===== src/rtl/pipe_ctrl.sv =====
// Pipeline stall/flush controller: freezes the pipeline around SRAM accesses and
// resolves hazard/branch priority. Optional perf counters under PIPE_PERF_CNT_EN.
module pipe_ctrl #(
   parameter int SRAM_WAIT = 4,
   parameter int PERF_W    = 16
) (
   input  logic              clk,
   input  logic              rst,
   input  logic              mem_req,
   input  logic              hazard,
   input  logic              branch_taken,
   output logic              freeze_if,
   output logic              flush_if,
   output logic              flush_id,
   output logic              freeze_all,
   output logic              mem_ready,
   output logic              pc_sel_branch
`ifdef PIPE_PERF_CNT_EN
   ,
   output logic [PERF_W-1:0] stall_cnt,
   output logic [PERF_W-1:0] flush_cnt
`endif
);

   typedef enum logic [1:0] {IDLE, MEM_WAIT, MEM_DONE} state_t;

   localparam logic [3:0] CNT_LOAD = 4'(SRAM_WAIT - 1);

   if (SRAM_WAIT < 1 || SRAM_WAIT > 15 || PERF_W < 1) begin : g_bad_param
      $error("pipe_ctrl: illegal parameter value");
   end

   state_t     state_q, state_d;
   logic [3:0] cnt_q, cnt_d;
   logic       br_pend_q, br_pend_d;
   logic       br_eff;

   always_ff @(posedge clk or negedge rst) begin
      if (!rst) begin
         state_q   <= IDLE;
         cnt_q     <= 4'd0;
         br_pend_q <= 1'b0;
      end else begin
         state_q   <= state_d;
         cnt_q     <= cnt_d;
         br_pend_q <= br_pend_d;
      end
   end

   // cnt holds the MEM_WAIT cycles still to go, so the freeze (IDLE request cycle
   // plus MEM_WAIT cycles) lasts exactly SRAM_WAIT cycles.
   always_comb begin
      state_d = state_q;
      cnt_d   = cnt_q;
      case (state_q)
         IDLE: begin
            if (mem_req) begin
               if (SRAM_WAIT == 1) begin
                  state_d = MEM_DONE;
                  cnt_d   = 4'd0;
               end else begin
                  state_d = MEM_WAIT;
                  cnt_d   = CNT_LOAD;
               end
            end
         end
         MEM_WAIT: begin
            if (cnt_q <= 4'd1) begin
               state_d = MEM_DONE;
               cnt_d   = 4'd0;
            end else begin
               cnt_d = cnt_q - 4'd1;
            end
         end
         MEM_DONE: state_d = IDLE;
         default:  state_d = IDLE;
      endcase
   end

   assign freeze_all = ((state_q == IDLE) && mem_req) || (state_q == MEM_WAIT);
   assign mem_ready  = (state_q == MEM_DONE);

   // A branch seen while frozen is remembered and taken on the first free cycle.
   assign br_eff        = rst && (branch_taken || br_pend_q) && !freeze_all;
   assign flush_if      = br_eff;
   assign pc_sel_branch = br_eff;
   assign flush_id      = br_eff || (rst && hazard && !freeze_all);
   assign freeze_if     = freeze_all || (!br_eff && hazard);
   assign br_pend_d     = br_eff ? 1'b0 : (br_pend_q || (branch_taken && freeze_all));

`ifdef PIPE_PERF_CNT_EN
   logic [PERF_W-1:0] stall_q, flush_q;

   function automatic logic [PERF_W-1:0] sat_inc(input logic [PERF_W-1:0] v, input logic en);
      return (en && (v != '1)) ? v + 1'b1 : v;
   endfunction

   always_ff @(posedge clk or negedge rst) begin
      if (!rst) begin
         stall_q <= '0;
         flush_q <= '0;
      end else begin
         stall_q <= sat_inc(stall_q, freeze_all);
         flush_q <= sat_inc(flush_q, br_eff);
      end
   end

   assign stall_cnt = stall_q;
   assign flush_cnt = flush_q;
`endif

endmodule

===== config.mk =====
export PLATFORM = sky130hd
export DESIGN_NAME = pipe_ctrl
export DESIGN_NICKNAME = d
export VERILOG_FILES = /design/src/rtl/pipe_ctrl.sv
export SDC_FILE = /design/constraint.sdc
export NUM_CORES = 1
export LEC_CHECK = 0
export ABC_AREA = 1
export CAP_MARGIN = 40
export CORE_AREA = 2 2 39 41
export DETAILED_ROUTE_END_ITERATION = 6
export DIE_AREA = 0 0 41 43
export MAX_ROUTING_LAYER = met4
export PLACE_DENSITY = 0.61
export SLEW_MARGIN = 20
export SYNTH_ARGS = -nofsm -noshare
export SYNTH_HDL_FRONTEND = slang
export SYNTH_SLANG_ARGS = --single-unit

===== constraint.sdc =====
create_clock -name clk -period 3.5 [get_ports clk]
set_clock_uncertainty 0.15 [all_clocks]
set_input_delay 0.525 -clock clk [delete_from_list [all_inputs] [get_ports clk]]
set_output_delay 0.525 -clock clk [all_outputs]
set_load 0.01 [all_outputs]

# Word level (Yosys, flattened, before mapping)
# Index checks and enable logic that the tools add are counted.
# totals
reg_bits	7
inputBits	5
out_inout_bits	6
wordCells	34
# classes
addsub	1
magnitude_cmp	1
n_eq_ne	4
mux	7
n_reduce_logical	18
# op_table
cell	count
$mux 4	2
$pmux 4 s2	1
$logic_and 1x1->1	7
$logic_or 1x1->1	5
$le 4x1->1 const B	1
$mux 2	2
$ne 2x2->1 const B	2
$pmux 2 s2	1
$reduce_and 2->1	2
$sub 4x1->4 const B	1
$eq 2x1->1 const B	1
$eq 2x2->1 const B	1
$logic_not 1->1	2
$logic_not 2->1	1
$reduce_bool 2->1	1
$mux 1	1

# Longest topological paths before layout
# Gate-level depths: netlist of the first run.
# logic_depth
depth_word	8
mapped_depth	6
depth_no_buf	6

# Worst setup path before layout of the first run
# OpenSTA, ideal clock, no wires.
# synth_path
path_kind	input -> output
from	input port mem_req
to	output port pc_sel_branch
t_arrival_ns	0.999
required_time_ns	2.825
path_slack_ns	1.826
cell_stages	4
path_cell_list	o21ai_2 nand2_2 nor2_4 buf_4
# synth_via
elab_chain_cells	4
# synth_lines
item	line_no	rtl
start: declaration	9	input logic mem_req,
$logic_and 1x1->1	80	assign freeze_all = ((state_q == IDLE) && mem_req) || (state_q == MEM_WAIT);
$logic_or 1x1->1	80	
$logic_not 1->1	84	assign br_eff = rst && (branch_taken || br_pend_q) && !freeze_all;
$logic_and 1x1->1	84	
end: declaration	17	output logic pc_sel_branch
# No other way between the ends.

# Worst setup path after layout of the first run
# layout_path
from	input port rst
to	output port flush_if
# layout_via
elab_chain_cells	2
# layout_lines
item	line_no	rtl
start: declaration	8	input logic rst,
$logic_and 1x1->1 (2 in series)	84	
end: declaration	13	output logic flush_if,
# No other way between the ends.

==> flow_metrics.tcl, run 1 <==
set metrics [dict create \
    status "finished, final reports clean" \
    cts_setup_buffers 0 \
    synth_area_leader_cell "dfrtp_1" \
    maxSlewViolCount 0 \
    fin_setup_tns_ps 0 \
    synth_top_area_share_pct 39.9 \
    ys_ff_latch 7 \
    synth_mux_area_share_pct 0 \
    period_minus_slack_ps 2690 \
    synth_xor_area_share_pct 1.99 \
    gr-total-overflow 0 \
    dp.cells 75 \
    pin_count 11 \
    period_share_pct 76.7 \
    wire_per_inst_um 9.47 \
    final_cell_area_sq_um 578 \
    worst-path-max-fanout 8 \
    core.rowCount 14 \
    fin_nets 71 \
    worstSkewPairLatency_ps 250 \
    vias_per_cell 4.35 \
    rsz0062_at_grt "false" \
    critPathKind "in -> out" \
    grt_first_pass_wirelength_um 1320 \
    syn2layout_area_growth_pct 31.6 \
    min_path_cells 2 \
    drive_above_1_share_pct 25.4 \
    critPathCaptureType "output port" \
    critPathLaunch "rst" \
    ys.warnings.count 0 \
    synth-compound-area-share_pct 14.8 \
    grt_pass1_vias 345 \
    port_buffers 10 \
    start_util_pct 31.7 \
    antenna_found_initial 0 \
    cp-start-kind "primary input" \
    syn-cell-area_sq_um 439 \
    num_antenna_cells 0 \
    ys_seq_area_share_pct 39.9 \
    clock_sinks 7 \
    cp.required_ps 2820 \
    synth.distinct_cells 20 \
    max_stage_delay_ps 680 \
    tightest_slew_ps 362 \
    max_cap_viol_count 0 \
    rr_worst_depth 5 \
    fillers 148 \
    synthAdderAreaFrac_pct 5.70 \
    hold_path_class "reg -> reg" \
    cts-hold-fix-buffers 0 \
    antenna_left 0 \
    synth.area.top_cells "dfrtp_1 (40%), nor2_1 (9.4%), nand2_4 (7.7%), o21ai_2 (6.0%), ha_1 (5.7%)" \
    regToRegSetupSlack_ps 2130 \
    numCtsBuffers 3 \
    drt-total-wl_um 748 \
    dr.pass1.iters 1 \
    setup_viol 0 \
    placed_area_sq_um 552 \
    clk_pin_slew_ps 50 \
    use_met3_pct 7.85 \
    place_congestion 0.757 \
    p_leak_nw 0.261 \
    cts_tree "built" \
    p_per_area_nw_per_um2 921 \
    yosys.area_share.simple_pct 31.3 \
    syn_area_per_cell_sq_um 8.78 \
    ir_drop_uv 249 \
    synth_cells 50 \
    finalPower_mw 0.532 \
    min_from "br_pend_q" \
    maxSlewHeadroom_pct 75.8 \
    die_area_sq_um 1760 \
    crit_arrival_ps 2010 \
    drt_iter0_drc 0 \
    layoutNonFillerInstCount 79 \
    max_freq_mhz 372 \
    synth_top_family_by_area "simple AND/OR/NAND/NOR gates" \
    postCtsResizedCells 0 \
    hold_viol 0 \
    route.detailed.drc 0 \
    grt_max_degree 9 \
    busiest_layer "met2" \
    vias 344 \
    syn_nets 57 \
    use_met1_pct 12.1 \
    htreeDepth 1 \
    cts_buffer_depth 2 \
    slowest_stage "clkdlybuf4s50_1" \
    use_met2_pct 18.1 \
    r2r_start "cnt_q[0]" \
    cts-root-buf "clkbuf_4" \
    worst_path_most_repeated_cell "clkdlybuf4s50_1" \
    track_usage_pct 12.0 \
    die_x_um 41 \
    fp.dieH_um 43 \
    layout_common_cells "nor2_1 (11), clkdlybuf4s50_1 (10), dfrtp_1 (7), nand2_1 (6)" \
    hpwl_um 659 \
    coreArea_sq_um 1380 \
    crit_path_cell_trace "clkdlybuf4s50_1 > nand2_2 > nor2_4 > clkdlybuf4s50_1" \
    layout_commonest_cell "nor2_1" \
]
-- cell families (layout without fill, tap and decap cells) --
kind of cell / after synthesis / count (layout)
XOR/XNOR: 1 / 1
AND/OR/NAND/NOR: 26 / 26
buffers and inverters: 6 / 19
AO/OA/AOI/OAI: 8 / 8
flip-flops: 7 / 7
adder cells (fa/ha/maj): 2 / 2
-- synthesized netlist by cell type, drive strengths merged --
cell,instances
ha,2
nand3,1
nor2,13
nand2,11
a21oi,2
o21ai,5
o21bai,1
buf,1
clkinv,1
nor3,1
xnor2,1
inv,4
dfrtp,7
-- where the power goes --
part           switching, mW  internal (mW)  total [mW]
Clock                 0.0275         0.0433      0.0708
Combinational          0.176          0.137       0.313
Sequential            0.0301          0.119       0.149
Total                  0.234          0.299       0.532
-- final cells by class --
type                    instances  area, sq um  area share, %
clock buffers                   4         26.3           4.55
repair buffers                 10          100           17.3
multi-input cells              37          236           40.9
well taps                      16         20.0           3.46
inverters                       5         20.0           3.46
flip-flops and latches          7          175           30.3
-- worst max-delay path: cells and delay by family --
kind	cells	cell delay, ps
buffers and inverters	2	1230
AND/OR/NAND/NOR	2	250
-- per-layer routing --
layer	vias up	share of wire (%)
met5	-	0
met4	0	0.67
met3	2	4.8
met2	6	53
met1	154	42
li1	182	-
-- worst paths after layout --
| path | end |
|---|---|
| max | flush_if |
| min | br_pend_q |
| max reg2reg | cnt_q[3] |
| min reg2reg | br_pend_q |
| max in group asynchronous | cnt_q[1] |
| min in group asynchronous | cnt_q[2] |
-- state kept, by name, summed over array words and instances, names as in the netlist --
register	count
br_pend_q	1
cnt_q	4
state_q	2
-- metrics by stage --
| stage | worst slack [ps] | util (%) | hold WS, ps |
|---|---|---|---|
| 6_report | 814 | 41.8 | 379 |
| 5_1_grt | 695 | 41.8 | 423 |
| 4_1_cts | 789 | 41.8 | 386 |
| 3_5_place_dp | 791 | 39.9 | 373 |
| 3_3_place_gp | 804 | 39.9 | 382 |
| 2_1_floorplan | 1830 | - | 79.4 |
No activity file was read; power rests on OpenSTA's default activity.
==> inputs of run 2 (changes only) <==
Clock period 3.5 ns to 2.8 ns, I/O delays scaled along.
==> flow_metrics.tcl, run 2 (synthesized netlist as in run 1, its figures left out) <==
set metrics [dict create \
    hold_viol 0 \
    max_freq_mhz 418 \
    placed_area_sq_um 559 \
    track_usage_pct 11.4 \
    drive_above_1_share_pct 26.6 \
    crit_path_cell_trace "clkdlybuf4s50_1 > o21ai_2 > nand2_2 > nor2_4 > clkdlybuf4s50_1" \
    max_cap_viol_count 0 \
    final_cell_area_sq_um 586 \
    fin_util_pct 42.3 \
    rsz0062_at_grt "false" \
    setup_viol 0 \
    period_minus_slack_ps 2390 \
    gr-total-overflow 0 \
    drt-total-wl_um 757 \
    p_leak_nw 0.266 \
    timing.hold.ws_ps 338 \
    tightest_slew_ps 232 \
    regMostFlops "cnt_q" \
    grt_first_pass_wirelength_um 1260 \
    cts_setup_buffers 0 \
    critPathKind "in -> out" \
    pin_count 11 \
    ir_drop_uv 348 \
    dr.pass1.iters 2 \
    cp-start-kind "primary input" \
    start_util_pct 31.7 \
    critPathBufInv 2 \
    max_stage_delay_ps 550 \
    htreeDepth 1 \
    crit_arrival_ps 1820 \
    slowest_stage "clkdlybuf4s50_1" \
    antenna_left 0 \
    worst_path_most_repeated_cell "clkdlybuf4s50_1" \
    core.rowCount 14 \
    drt_iter0_drc 3 \
    cts_tree "built" \
    layout_common_cells "nor2_1 (11), clkdlybuf4s50_1 (10), dfrtp_1 (7), nand2_1 (6)" \
    hold_path_class "in -> async" \
    critPathCaptureType "output port" \
    regToRegSetupSlack_ps 1410 \
    clock_sinks 7 \
    postCtsResizedCells 0 \
    cts_buffer_depth 2 \
    antenna_found_initial 0 \
    maxSlewViolCount 0 \
    period_share_pct 85.4 \
    port_buffers 10 \
    die_area_sq_um 1760 \
    cts-hold-fix-buffers 0 \
    vias 353 \
    cts-root-buf "clkbuf_4" \
    maxSlewHeadroom_pct 84.5 \
    fp.dieH_um 43 \
    p_per_area_nw_per_um2 1160 \
    worstSkewPairLatency_ps 260 \
    route.detailed.drc 0 \
    num_antenna_cells 0 \
    place_congestion 0.786 \
    grt_pass1_vias 331 \
    worst-path-max-fanout 4 \
    coreArea_sq_um 1380 \
    cp.required_ps 2230 \
    numCtsBuffers 3 \
    vias_per_cell 4.41 \
    reg_top3 "cnt_q x4, state_q x2, br_pend_q x1" \
    die_x_um 41 \
    cp_top_family "buffers and inverters" \
    layout_commonest_cell "nor2_1" \
    status "finished, final reports clean" \
    grt_max_degree 8 \
    syn2layout_area_growth_pct 33.3 \
    hpwl_um 630 \
    largest_reg_flops 4 \
    fin_setup_tns_ps 0 \
    fin_nets 72 \
    clk_pin_slew_ps 50 \
    wire_per_inst_um 9.46 \
]
run 2: cell types whose count changed in the layout (fill, tap and decap cells not counted), sizes merged:
cell  delta
buf      +1
run 2: layout make-up:
class,instances,area (sq um)
clock buffer,4,26.3
fill,139,798
multi-input combinational,37,236
timing repair buffer,11,108
sequential,7,175
inverter,5,20.0
tap,16,20.0
run 2: metrics by stage:
step	total power, mW	worst slack, ps	std cells
2_1_floorplan	0.470	1320	50
3_3_place_gp	0.581	392	76
3_5_place_dp	0.590	394	76
4_1_cts	0.687	387	80
5_1_grt	0.733	306	80
6_report	0.677	408	80
run 2: worst paths after layout:
kind / start / end / depth (start not counted)
max: mem_req / flush_if / 5
min: rst / cnt_q[2] / 2
max reg2reg: cnt_q[0] / cnt_q[3] / 5
min reg2reg: br_pend_q / br_pend_q / 2
max in group asynchronous: rst / cnt_q[3] / 2
min in group clk: br_pend_q / br_pend_q / 2
run 2: power breakdown:
group,switching [mW],total [mW],internal [mW]
Clock,0.0398,0.0944,0.0545
Combinational,0.225,0.397,0.172
Sequential,0.0372,0.185,0.148
run 2: routing by layer:
layer  track usage [%]  wire, um  vias to the layer above
met5                 -         0                        -
met1              13.1       351                      159
met4              8.00        26                        0
met3              4.71        27                        2
li1                  -         -                      186
met2              15.3       351                        6
